### src/rtl/sound_ram_reader.sv
// CPU read-back of the GLU sound RAM through $C03D with dummy-read semantics:
// each read returns the byte fetched by the previous one, then launches the next fetch.
module sound_ram_reader #(
    parameter logic ENABLE         = 1'b1,
    parameter int   TIMEOUT_CYCLES = 64
) (
    input  logic        clk_logic,
    input  logic        system_reset_n,
    input  logic        phi0_i,
    input  logic [15:0] addr_i,
    input  logic        rw_n_i,
    input  logic        m2sel_n_i,
    input  logic        data_in_strobe_i,
    input  logic        access_ram_i,
    input  logic        auto_inc_i,
    input  logic [15:0] sound_ptr_i,
    output logic [7:0]  data_o,
    output logic        rd_en_o,
    output logic        ptr_inc_o,
    output logic        mem_rd_o,
    output logic [20:0] mem_addr_o,
    input  logic [31:0] mem_q_i,
    input  logic        mem_ready_i,
    output logic        busy_o,
    output logic        timeout_o
);

    typedef enum logic [1:0] {S_IDLE, S_REQ, S_WAIT} state_t;

    localparam int            TW     = $clog2(TIMEOUT_CYCLES) + 1;
    localparam logic [TW-1:0] T_LAST = TW'(TIMEOUT_CYCLES - 1);

    state_t        state_q, state_d;
    logic [7:0]    rbuf_q, rbuf_d;
    logic [15:0]   fptr_q, fptr_d;
    logic [15:0]   pend_ptr_q, pend_ptr_d;
    logic          pend_q, pend_d;
    logic [1:0]    off_q, off_d;
    logic [TW-1:0] timer_q, timer_d;
    logic          timeout_q, timeout_d;

    logic sel, rd_stb;

    assign sel    = ENABLE & phi0_i & ~m2sel_n_i & (addr_i == 16'hC03D) & rw_n_i & access_ram_i;
    assign rd_stb = sel & data_in_strobe_i;

    always_ff @(posedge clk_logic) begin
        if (!system_reset_n) begin
            state_q    <= S_IDLE;
            rbuf_q     <= 8'h00;
            fptr_q     <= 16'h0000;
            pend_ptr_q <= 16'h0000;
            pend_q     <= 1'b0;
            off_q      <= 2'b00;
            timer_q    <= '0;
            timeout_q  <= 1'b0;
        end else begin
            state_q    <= state_d;
            rbuf_q     <= rbuf_d;
            fptr_q     <= fptr_d;
            pend_ptr_q <= pend_ptr_d;
            pend_q     <= pend_d;
            off_q      <= off_d;
            timer_q    <= timer_d;
            timeout_q  <= timeout_d;
        end
    end

    always_comb begin
        state_d    = state_q;
        rbuf_d     = rbuf_q;
        fptr_d     = fptr_q;
        pend_ptr_d = pend_ptr_q;
        pend_d     = pend_q;
        off_d      = off_q;
        timer_d    = timer_q;
        timeout_d  = timeout_q;

        // A read while a fetch is in flight is queued one deep; newest pointer wins.
        if (rd_stb && state_q != S_IDLE) begin
            pend_d     = 1'b1;
            pend_ptr_d = sound_ptr_i;
        end

        case (state_q)
            S_IDLE: begin
                if (rd_stb) begin
                    fptr_d  = sound_ptr_i;
                    pend_d  = 1'b0;
                    state_d = S_REQ;
                end else if (pend_q) begin
                    fptr_d  = pend_ptr_q;
                    pend_d  = 1'b0;
                    state_d = S_REQ;
                end
            end
            S_REQ: begin
                off_d   = fptr_q[1:0];
                timer_d = '0;
                state_d = S_WAIT;
            end
            S_WAIT: begin
                if (mem_ready_i) begin
                    rbuf_d  = mem_q_i[{off_q, 3'b000} +: 8];
                    state_d = S_IDLE;
                end else if (timer_q == T_LAST) begin
                    timeout_d = 1'b1;
                    state_d   = S_IDLE;
                end else begin
                    timer_d = timer_q + 1'b1;
                end
            end
            default: state_d = S_IDLE;
        endcase
    end

    assign data_o     = rbuf_q;
    assign rd_en_o    = sel;
    assign ptr_inc_o  = rd_stb & auto_inc_i & system_reset_n;
    assign mem_rd_o   = ENABLE & (state_q == S_REQ) & system_reset_n;
    assign mem_addr_o = {4'b0000, 1'b1, 2'b00, fptr_q[15:2]};
    assign busy_o     = (state_q != S_IDLE) | pend_q;
    assign timeout_o  = timeout_q;

endmodule
### config.mk
export PLATFORM = sky130hd
export DESIGN_NAME = sound_ram_reader
export DESIGN_NICKNAME = d
export VERILOG_FILES = /design/src/rtl/sound_ram_reader.sv
export SDC_FILE = /design/constraint.sdc
export NUM_CORES = 1
export LEC_CHECK = 0
export ABC_AREA = 1
export ABC_CLOCK_PERIOD_IN_PS = 1800
export CORE_MARGIN = 8
export CORE_UTILIZATION = 35
export CTS_CLUSTER_SIZE = 30
export DETAILED_ROUTE_END_ITERATION = 10
export PLACE_DENSITY = 0.68
export SLEW_MARGIN = 20
export SYNTH_ARGS = -nofsm -noshare
export SYNTH_HDL_FRONTEND = slang
export SYNTH_SLANG_ARGS = --single-unit
### constraint.sdc
create_clock -name clk_logic -period 1.8 [get_ports clk_logic]
set_input_delay 0.36 -clock clk_logic [delete_from_list [all_inputs] [get_ports clk_logic]]
set_output_delay 0.36 -clock clk_logic [all_outputs]
set_load 0.02 [all_outputs]
==> results.yml, run 1 <==
outcome:
  status: "completed"
synth:
  ys_seq_area_share_pct: 36.3
  ys_ff_latch: 53
  ys_types: 24
  synth_cells: 468
  yosysMostFrequentCell: "nand2_1"
  synth_commonest_cells: "nand2_1 (121), nor2_1 (103), inv_1 (65), dfxtp_1 (53), o21ai_0 (28)"
  async_flop_share_pct: 0
  ys_warn_count: 0
  synth_top_area_share_pct: 36.3
  ys.flop_type: "dfxtp_1"
  yosysTopAreaCell: "dfxtp_1"
  synth_edf_count: 0
  synth_area_per_cell_um2: 6.25
  synthesis.area_um2: 2920
  synthTopCellsByArea: "dfxtp_1 (36%), nand2_1 (16%), nor2_1 (13%), inv_1 (8.3%), buf_4 (6.4%)"
timing:
  min_period_over_period_pct: 93.7
  max_freq_mhz: 593
  whs_ns: 0.463
  setup_violations: 0
  setup_tns_ns: 0
  slew_viol_final: 0
  rsz0062_at_grt: "false"
  hold_violations: 0
  period_needed_ns: 1.69
  clock_skew_ns: 0.0109
critical_path:
  startpoint: "system_reset_n"
  crit_type: "in2out"
  setup.worst_path.start_class: "input pin"
  cp_max_fo: 3
  end_kind: "output pin"
  cp_data_arrival_time_ns: 1.33
  cp_data_required_time_ns: 1.44
  reg2reg_from: "timer_q[0]"
pwr:
  vdd_drop_max_uv: 326
  p_total_mw: 2.25
  p_leak_nw: 1.93
  p_per_area_nw_per_um2: 558
clock_tree:
  path_clk_slew_ns: 0.10
  cts_setup_buffers: 0
  numCtsBuffers: 5
  clockBufferDepth: 2
  root_buffer: "clkbuf_8"
  insertion_delay_ns: 0.31
  htree_levels: 2
  cts_tree: "yes"
  cts.sinks: 53
min_path:
  hold_class: "reg2reg"
  hp-start: "fptr_q[0]"
floorplan:
  fp.dieW_um: 107
  core_area_um2: 8180
  die_height_um: 107
  start_util_pct: 35.8
  rows: 33
  fp.dieArea_um2: 11500
  ios: 107
global_routing:
  antenna_found_initial: 0
  grt_pass1_vias: 2749
  gr-usage-all-layers_pct: 13.3
  grt_pass1_wl_um: 12800
  overflow: 0
  grt_max_degree: 34
finish:
  drive_gt1_share_pct: 7.07
  diodes: 0
  nNetsFinal: 625
  fillers: 843
  syn_to_final_growth_pct: 37.9
routing:
  via_per_inst: 4.43
  first_pass_iters: 4
  routed_wl_um: 7600
  first_iter_violations: 110
  wl_per_cell_um: 11.6
  vias: 2908
  drc: 0
  ant_nets: 0
job:
  maxCapViolations: 0
placed_design:
  place_congestion: 0.772
  portBuffers: 99
  dp_hpwl_um: 5750
[path summary, 6_finish.rpt]
| kind | cells past startpoint | to | slack (ns) |
|---|---|---|---|
| setup / recovery | 5 | ptr_inc_o | 0.11 |
| hold / removal | 2 | off_q[0] | 0.46 |
| setup reg to reg | 9 | timer_q[4] | 0.18 |
| hold reg to reg | 2 | off_q[0] | 0.46 |
[per-layer routing]
metal / wire, um / GRT usage, %
met2: 3650 / 23.3
met3: 392 / 3.29
met5: 0 / 0
met1: 3430 / 15.4
met4: 131 / 3.96
[critical path, stage by stage]
cell	delay, ns
clkdlybuf4s50_1	0.53
buf_4	0.15
nand2_1	0.05
nor2_1	0.09
buf_4	0.15
[layout make-up]
type,count,area [um2],share of cell area (%)
Sequential cell,53,1060,26.4
Tap cell,105,131,3.26
Timing Repair Buffer,110,1070,26.5
Clock buffer,6,82.6,2.05
Multi-Input combinational cell,315,1400,34.7
Clock inverter,2,37.5,0.931
Inverter,66,248,6.15
[power by group]
| part | total, mW | internal (mW) | switching [mW] | leakage (nW) |
|---|---|---|---|---|
| clock network | 0.844 | 0.453 | 0.392 | 0.0574 |
| logic | 0.235 | 0.145 | 0.0897 | 1.44 |
| registers | 1.17 | 1.17 | 0.000000250 | 0.427 |
| total | 2.25 | 1.77 | 0.482 | 1.93 |
[placed cells by master, fill, tap and decap left out, types with 2 or more instances in the layout]
| cell | netlist | routed |
|---|---|---|
| dlymetal6s2s_1 | 0 | 3 |
| a21oi_1 | 15 | 15 |
| nor2_4 | 2 | 4 |
| buf_4 | 25 | 10 |
| clkdlybuf4s50_1 | 0 | 75 |
| dlygate4sd2_1 | 0 | 18 |
| o21ai_0 | 28 | 28 |
| clkbuf_8 | 0 | 6 |
| nand3_1 | 19 | 19 |
| nand2_1 | 121 | 118 |
| nor2_2 | 2 | 3 |
| o22ai_1 | 10 | 10 |
| inv_1 | 65 | 64 |
| nand2_2 | 0 | 3 |
| buf_6 | 3 | 2 |
| dfxtp_1 | 53 | 52 |
| nor2_1 | 103 | 100 |
| conb_1 | 2 | 7 |
[sequential cells by signal, summed over array words and instances, names as in the netlist]
register	cells
data_o	8
fptr_q	16
off_q	2
pend_ptr_q	16
pend_q	1
state_q	2
timeout_o	1
timer_q	7
[timing repair]
action / 4_1_cts / 5_1_grt
pin swaps: 19 / 8
resized for setup: 38 / 11
hold buffers: 0 / 0
setup endpoints to repair: 19 / 33
[through the flow]
stage                     cells  util [%]  cell area, um2  setup slack [ns]
after CTS                   657      48.9            4000          0.000186
after global placement      649      47.6            3890            -0.585
after global routing        657      49.3            4030            0.0115
final                       657      49.3            4030             0.114
after floorplan             473         -            2940            0.0789
after detailed placement    649      47.6            3890            -0.573
[kinds of logic (layout without fill, tap and decap cells)]
logic type / after synthesis / count (layout) / share of synthesized area, %
compound gates: 55 / 55 / 10.1
xor+xnor: 1 / 1 / 0.300
fa+ha+maj: 1 / 1 / 0.428
buf+inv: 105 / 184 / 17.7
flops: 53 / 53 / 36.3
other cells: 2 / 7 / 0.257
simple gates: 251 / 251 / 35.0
Note: power is estimated with default switching activity, not from simulation.
==> run 2, diff against run 1 <==
- ABC_CLOCK_PERIOD_IN_PS: 1800 -> unset
- PLACE_DENSITY: 0.68 -> 0.71
- clock period: 1.8 -> 1.45 ns (I/O delays scaled with it)
==> run 2 against run 1 <==
  * The flow now finishes with violations (setup timing)
  * Final cell count is 3.2% higher
  * Clock power is 2% higher
  * Sequential power is 24% higher
  * Register-to-register slack worse by 0.20 ns
  * Critical endpoint is now timer_q[5]
  * Largest cell class unchanged
  * Highest routed layer unchanged
==> results.yml, run 2 (same netlist as run 1, synthesis figures left out) <==
routing:
  first_pass_iters: 4
  drc: 0
  top_layer_used: "met4"
  first_iter_violations: 152
  wl_met3_um: 554
  via_per_inst: 4.52
  route.met2.wl_um: 3830
  wl_per_cell_um: 12.3
  routed_wl_um: 8350
  drt-met1-wl_um: 3900
  vias: 3063
  ant_nets: 0
clock_tree:
  clockBufferDepth: 2
  path_clk_slew_ns: 0.10
  insertion_delay_ns: 0.31
  root_buffer: "clkbuf_8"
  htree_levels: 2
  hold_buffers: 0
  cts.sinks: 53
  numCtsBuffers: 5
  cts_tree: "yes"
global_routing:
  gr-usage-all-layers_pct: 14.3
  overflow: 0
  grt_pass1_vias: 2956
  antenna_found_initial: 0
  grt_pass1_wl_um: 14000
  grt_max_degree: 34
timing:
  fin_ws_ns: -0.0231
  setup_violations: 1
  hold_violations: 0
  rsz0062_at_grt: "true"
  min_period_over_period_pct: 102
  period_needed_ns: 1.47
  slew_viol_final: 0
  clock_skew_ns: 0.00785
  max_freq_mhz: 679
critical_path:
  end_kind: "flop"
  crit_type: "reg2reg"
  cp_data_required_time_ns: 1.70
  startpoint: "timer_q[1]"
  setup.worst_path.start_class: "flop"
  reg2reg_from: "timer_q[1]"
  cp_max_fo: 5
  cp_data_arrival_time_ns: 1.72
finish:
  syn_to_final_growth_pct: 44.2
  layout_commonest_cell: "nand2_1"
  nNetsFinal: 646
  drive_gt1_share_pct: 18.2
  diodes: 0
  fin_area_um2: 4220
  final_cell_mix: "nand2_1 (115), nor2_1 (91), inv_1 (61)"
  stdcell_count: 678
placed_design:
  dp_cells: 664
  dp_hpwl_um: 6080
  dp_worst_setup_slack_ns: -0.773
  postPlaceCellArea_um2: 4020
  place_congestion: 0.823
  portBuffers: 99
pwr:
  vdd_drop_max_uv: 360
  power_frac_comb_pct: 11.2
  p_leak_nw: 2.10
  clockPowerShare_pct: 32.9
  p_sw_share_pct: 24.2
  power.switching_mw: 0.631
  p_seq_share_pct: 55.9
  cell_internal_pwr_mw: 1.97
  p_per_area_nw_per_um2: 617
floorplan:
  core_area_um2: 8180
  die_height_um: 107
  fp.dieArea_um2: 11500
  rows: 33
  start_util_pct: 35.8
  ios: 107
  fp.dieW_um: 107
min_path:
  hp-start: "fptr_q[0]"
  hold_class: "reg2reg"
job:
  maxCapViolations: 0
outcome:
  violations: "setup timing"
  status: "complete, but fails checks"
-- run 2: final timing paths --
path / end / slack, ns / cells past startpoint
max: timer_q[5] / -0.02 / 9
min: off_q[0] / 0.48 / 2
max reg2reg: timer_q[5] / -0.02 / 9
min reg2reg: off_q[0] / 0.48 / 2
-- run 2: routing by layer --
layer | global-route usage [%] | vias up
li1 | - | 1598
met1 | 18.1 | 1373
met2 | 24.2 | 85
met3 | 4.01 | 7
met4 | 1.78 | 0
met5 | 0 | -
-- run 2: power groups by stage --
stage | combinational, mW | sequential, mW | clock, mW
floorplan | 0.0989 | 1.49 | 0
global placement | 0.305 | 1.49 | 0
detailed placement | 0.310 | 1.49 | 0
CTS | 0.294 | 1.45 | 0.879
global route | 0.321 | 1.45 | 0.954
finish | 0.291 | 1.45 | 0.857
-- run 2: layout make-up --
type	count	area, um2
fillers	842	3960
clock inverters	3	21.3
flip-flops and latches	53	1070
repair buffers	131	1170
well taps	105	131
clock buffers	5	68.8
multi-input cells	315	1500
inverters	66	250
-- run 2: what timing repair did --
item                       CTS  global route
gates cloned                 0             1
buffers inserted             4             2
resized for setup          132            25
pin swaps                   27            16
setup endpoints to repair   68            36
-- run 2: through the flow --
| stage | hold WS, ns | utilization, % | power, mW | TNS, ns |
|---|---|---|---|---|
| 2_1_floorplan | 0.446 | - | 1.59 | 0 |
| 3_3_place_gp | 0.461 | 49.2 | 1.79 | -23.76 |
| 3_5_place_dp | 0.464 | 49.2 | 1.80 | -24.37 |
| 4_1_cts | 0.484 | 50.9 | 2.63 | -0.324 |
| 5_1_grt | 0.509 | 51.6 | 2.73 | -0.548 |
| 6_report | 0.481 | 51.6 | 2.60 | -0.0231 |
-- run 2: critical path, cell delays in order, from the launching register on --
cell and delay (ns):
dfxtp_2 0.36, ha_4 0.15, nand3_4 0.08, nor2_4 0.09
nand2_2 0.08, o21ai_4 0.22, nand2_4 0.13, inv_4 0.10
nand2_1 0.07, a21oi_2 0.13
==> run 3, diff against run 2 <==
- CAP_MARGIN: unset -> 20
- CORE_UTILIZATION: 35 -> 41
- PLACE_DENSITY: 0.71 -> 0.81
==> run 3 against run 2 <==
  * Count of clock-buffer cells in the layout is 2 higher
  * Clock power is 21% higher
  * Largest power group unchanged
  * Via count is 3.6% higher
  * Non-clock buffer count is 5 higher
  * The flow still finishes with violations (setup timing)
  * Register-to-register slack worse by 0.03 ns
  * Critical path type unchanged
==> results.yml, run 3 (same netlist as run 1, synthesis figures left out) <==
routing:
  first_iter_violations: 140
  drc: 0
  routed_wl_um: 8860
  via_per_inst: 4.70
  vias: 3173
  wl_per_cell_um: 13.1
  ant_nets: 0
  first_pass_iters: 4
clock_tree:
  path_clk_slew_ns: 0.09
  hold_buffers: 0
  cts_tree: "yes"
  insertion_delay_ns: 0.31
  numCtsBuffers: 5
  clockBufferDepth: 2
  root_buffer: "clkbuf_8"
  cts.sinks: 53
  htree_levels: 2
timing:
  slew_viol_final: 0
  min_period_over_period_pct: 104
  whs_ns: 0.478
  clock_skew_ns: 0.00893
  hold_violations: 0
  setup_violations: 6
  period_needed_ns: 1.50
  rsz0062_at_grt: "true"
  max_freq_mhz: 666
  fin_ws_ns: -0.0512
global_routing:
  antenna_found_initial: 0
  grt_pass1_vias: 2946
  grt_pass1_wl_um: 13000
  grt_max_degree: 36
  gr-usage-all-layers_pct: 15.6
  overflow: 0
finish:
  final_cell_mix: "nand2_1 (98), nor2_1 (90), inv_1 (60)"
  multiInputGateArea_um2: 1620
  stdcell_count: 675
  drive_gt1_share_pct: 22.3
  nNetsFinal: 652
  regArea_um2: 1060
  diodes: 0
  post-route-util_pct: 65.0
  layout_commonest_cell: "nand2_1"
  syn_to_final_growth_pct: 52.0
  fillers: 621
pwr:
  p_per_area_nw_per_um2: 632
  p_total_mw: 2.81
  p_leak_nw: 2.21
  vdd_drop_max_uv: 564
critical_path:
  cp_data_arrival_time_ns: 1.71
  setup.worst_path.start_class: "flop"
  r2r_end: "timer_q[3]"
  cp_data_required_time_ns: 1.66
  crit_type: "reg2reg"
  reg2reg_depth: 8
  r2r_setup_slack_ns: -0.05
  end_kind: "flop"
  reg2reg_from: "timer_q[0]"
  cp_max_fo: 4
floorplan:
  die_height_um: 100
  start_util_pct: 42.8
  fp.dieArea_um2: 10100
  rows: 30
  fp.dieW_um: 100
  ios: 107
  core_area_um2: 6830
placed_design:
  dp_worst_setup_slack_ns: -0.795
  place_congestion: 0.861
  dp_cells: 650
  portBuffers: 99
  dp_hpwl_um: 5900
job:
  maxCapViolations: 0
min_path:
  hold_path_end: "pend_ptr_q[13]"
  hold_class: "reg2reg"
  hp-start: "pend_ptr_q[13]"
  worstHoldPathCells: 2
outcome:
  violations: "setup timing"
  status: "complete, but fails checks"
[run 3: changes by cell type in the layout (fill, tap and decap cells not counted), moves of 2 or more]
cell      change
nand2_1      -17
buf_6         +7
nor2_2        -3
nand2_8       +2
nand2_2      +14
dfxtp_1       +2
nand2_4       +2
nor2_4        +4
clkbuf_2      +5
dfxtp_2       -2
buf_2         -7
[run 3: per-stage QoR]
stage	TNS [ns]	instance area, um2
2_1_floorplan	0	2950
3_3_place_gp	-22.93	3960
3_5_place_dp	-24.29	3960
4_1_cts	-0.0719	4140
5_1_grt	-1.18	4440
6_report	-0.190	4440
[run 3: area by class of cell]
cell class	count	area share [%]
repair buffers	136	28.6
well taps	96	2.70
multi-input cells	316	36.5
clock buffers	7	1.94
inverters	66	5.63
flip-flops and latches	53	24.0
clock inverters	1	0.676
[run 3: repair_timing]
action	in CTS	in global routing
resized for setup	112	82
hold endpoints to repair	0	0
cloned	0	4
buffers inserted	5	8
pin swaps	25	39
endpoints found under the setup margin	69	52
[run 3: critical path, cell delays in order, from the launching register on]
cell and delay [ns]:
dfxtp_2 0.37, ha_4 0.15, nand3_4 0.09, nor2_4 0.11, nand2_2 0.08, o21ai_4 0.23
buf_4 0.15, nor2_1 0.04, o21a_1 0.18
[run 3: worst max path at each step]
stage,from,endpoint,slack (ns),cells past startpoint
floorplan,addr_i[13],ptr_inc_o,0.008,6
global placement,addr_i[4],rd_en_o,-0.77,8
detailed placement,addr_i[13],rd_en_o,-0.79,7
CTS,timer_q[1],timer_q[4],-0.03,9
global route,timer_q[0],timer_q[4],-0.14,9
finish,timer_q[0],timer_q[3],-0.05,8
[run 3: report_power, final]
part | internal, mW | total (mW) | switching (mW)
clock | 0.563 | 1.04 | 0.476
sequential | 1.45 | 1.45 | 0.000000282
combinational | 0.182 | 0.313 | 0.131
[run 3: routing by layer]
| layer | vias up | share of wire (%) | track usage [%] |
|---|---|---|---|
| li1 | 1609 | - | - |
| met1 | 1439 | 39 | 17.5 |
| met2 | 110 | 52 | 27.8 |
| met3 | 15 | 7.9 | 4.08 |
| met4 | 0 | 1.6 | 5.23 |
| met5 | - | 0 | 0 |
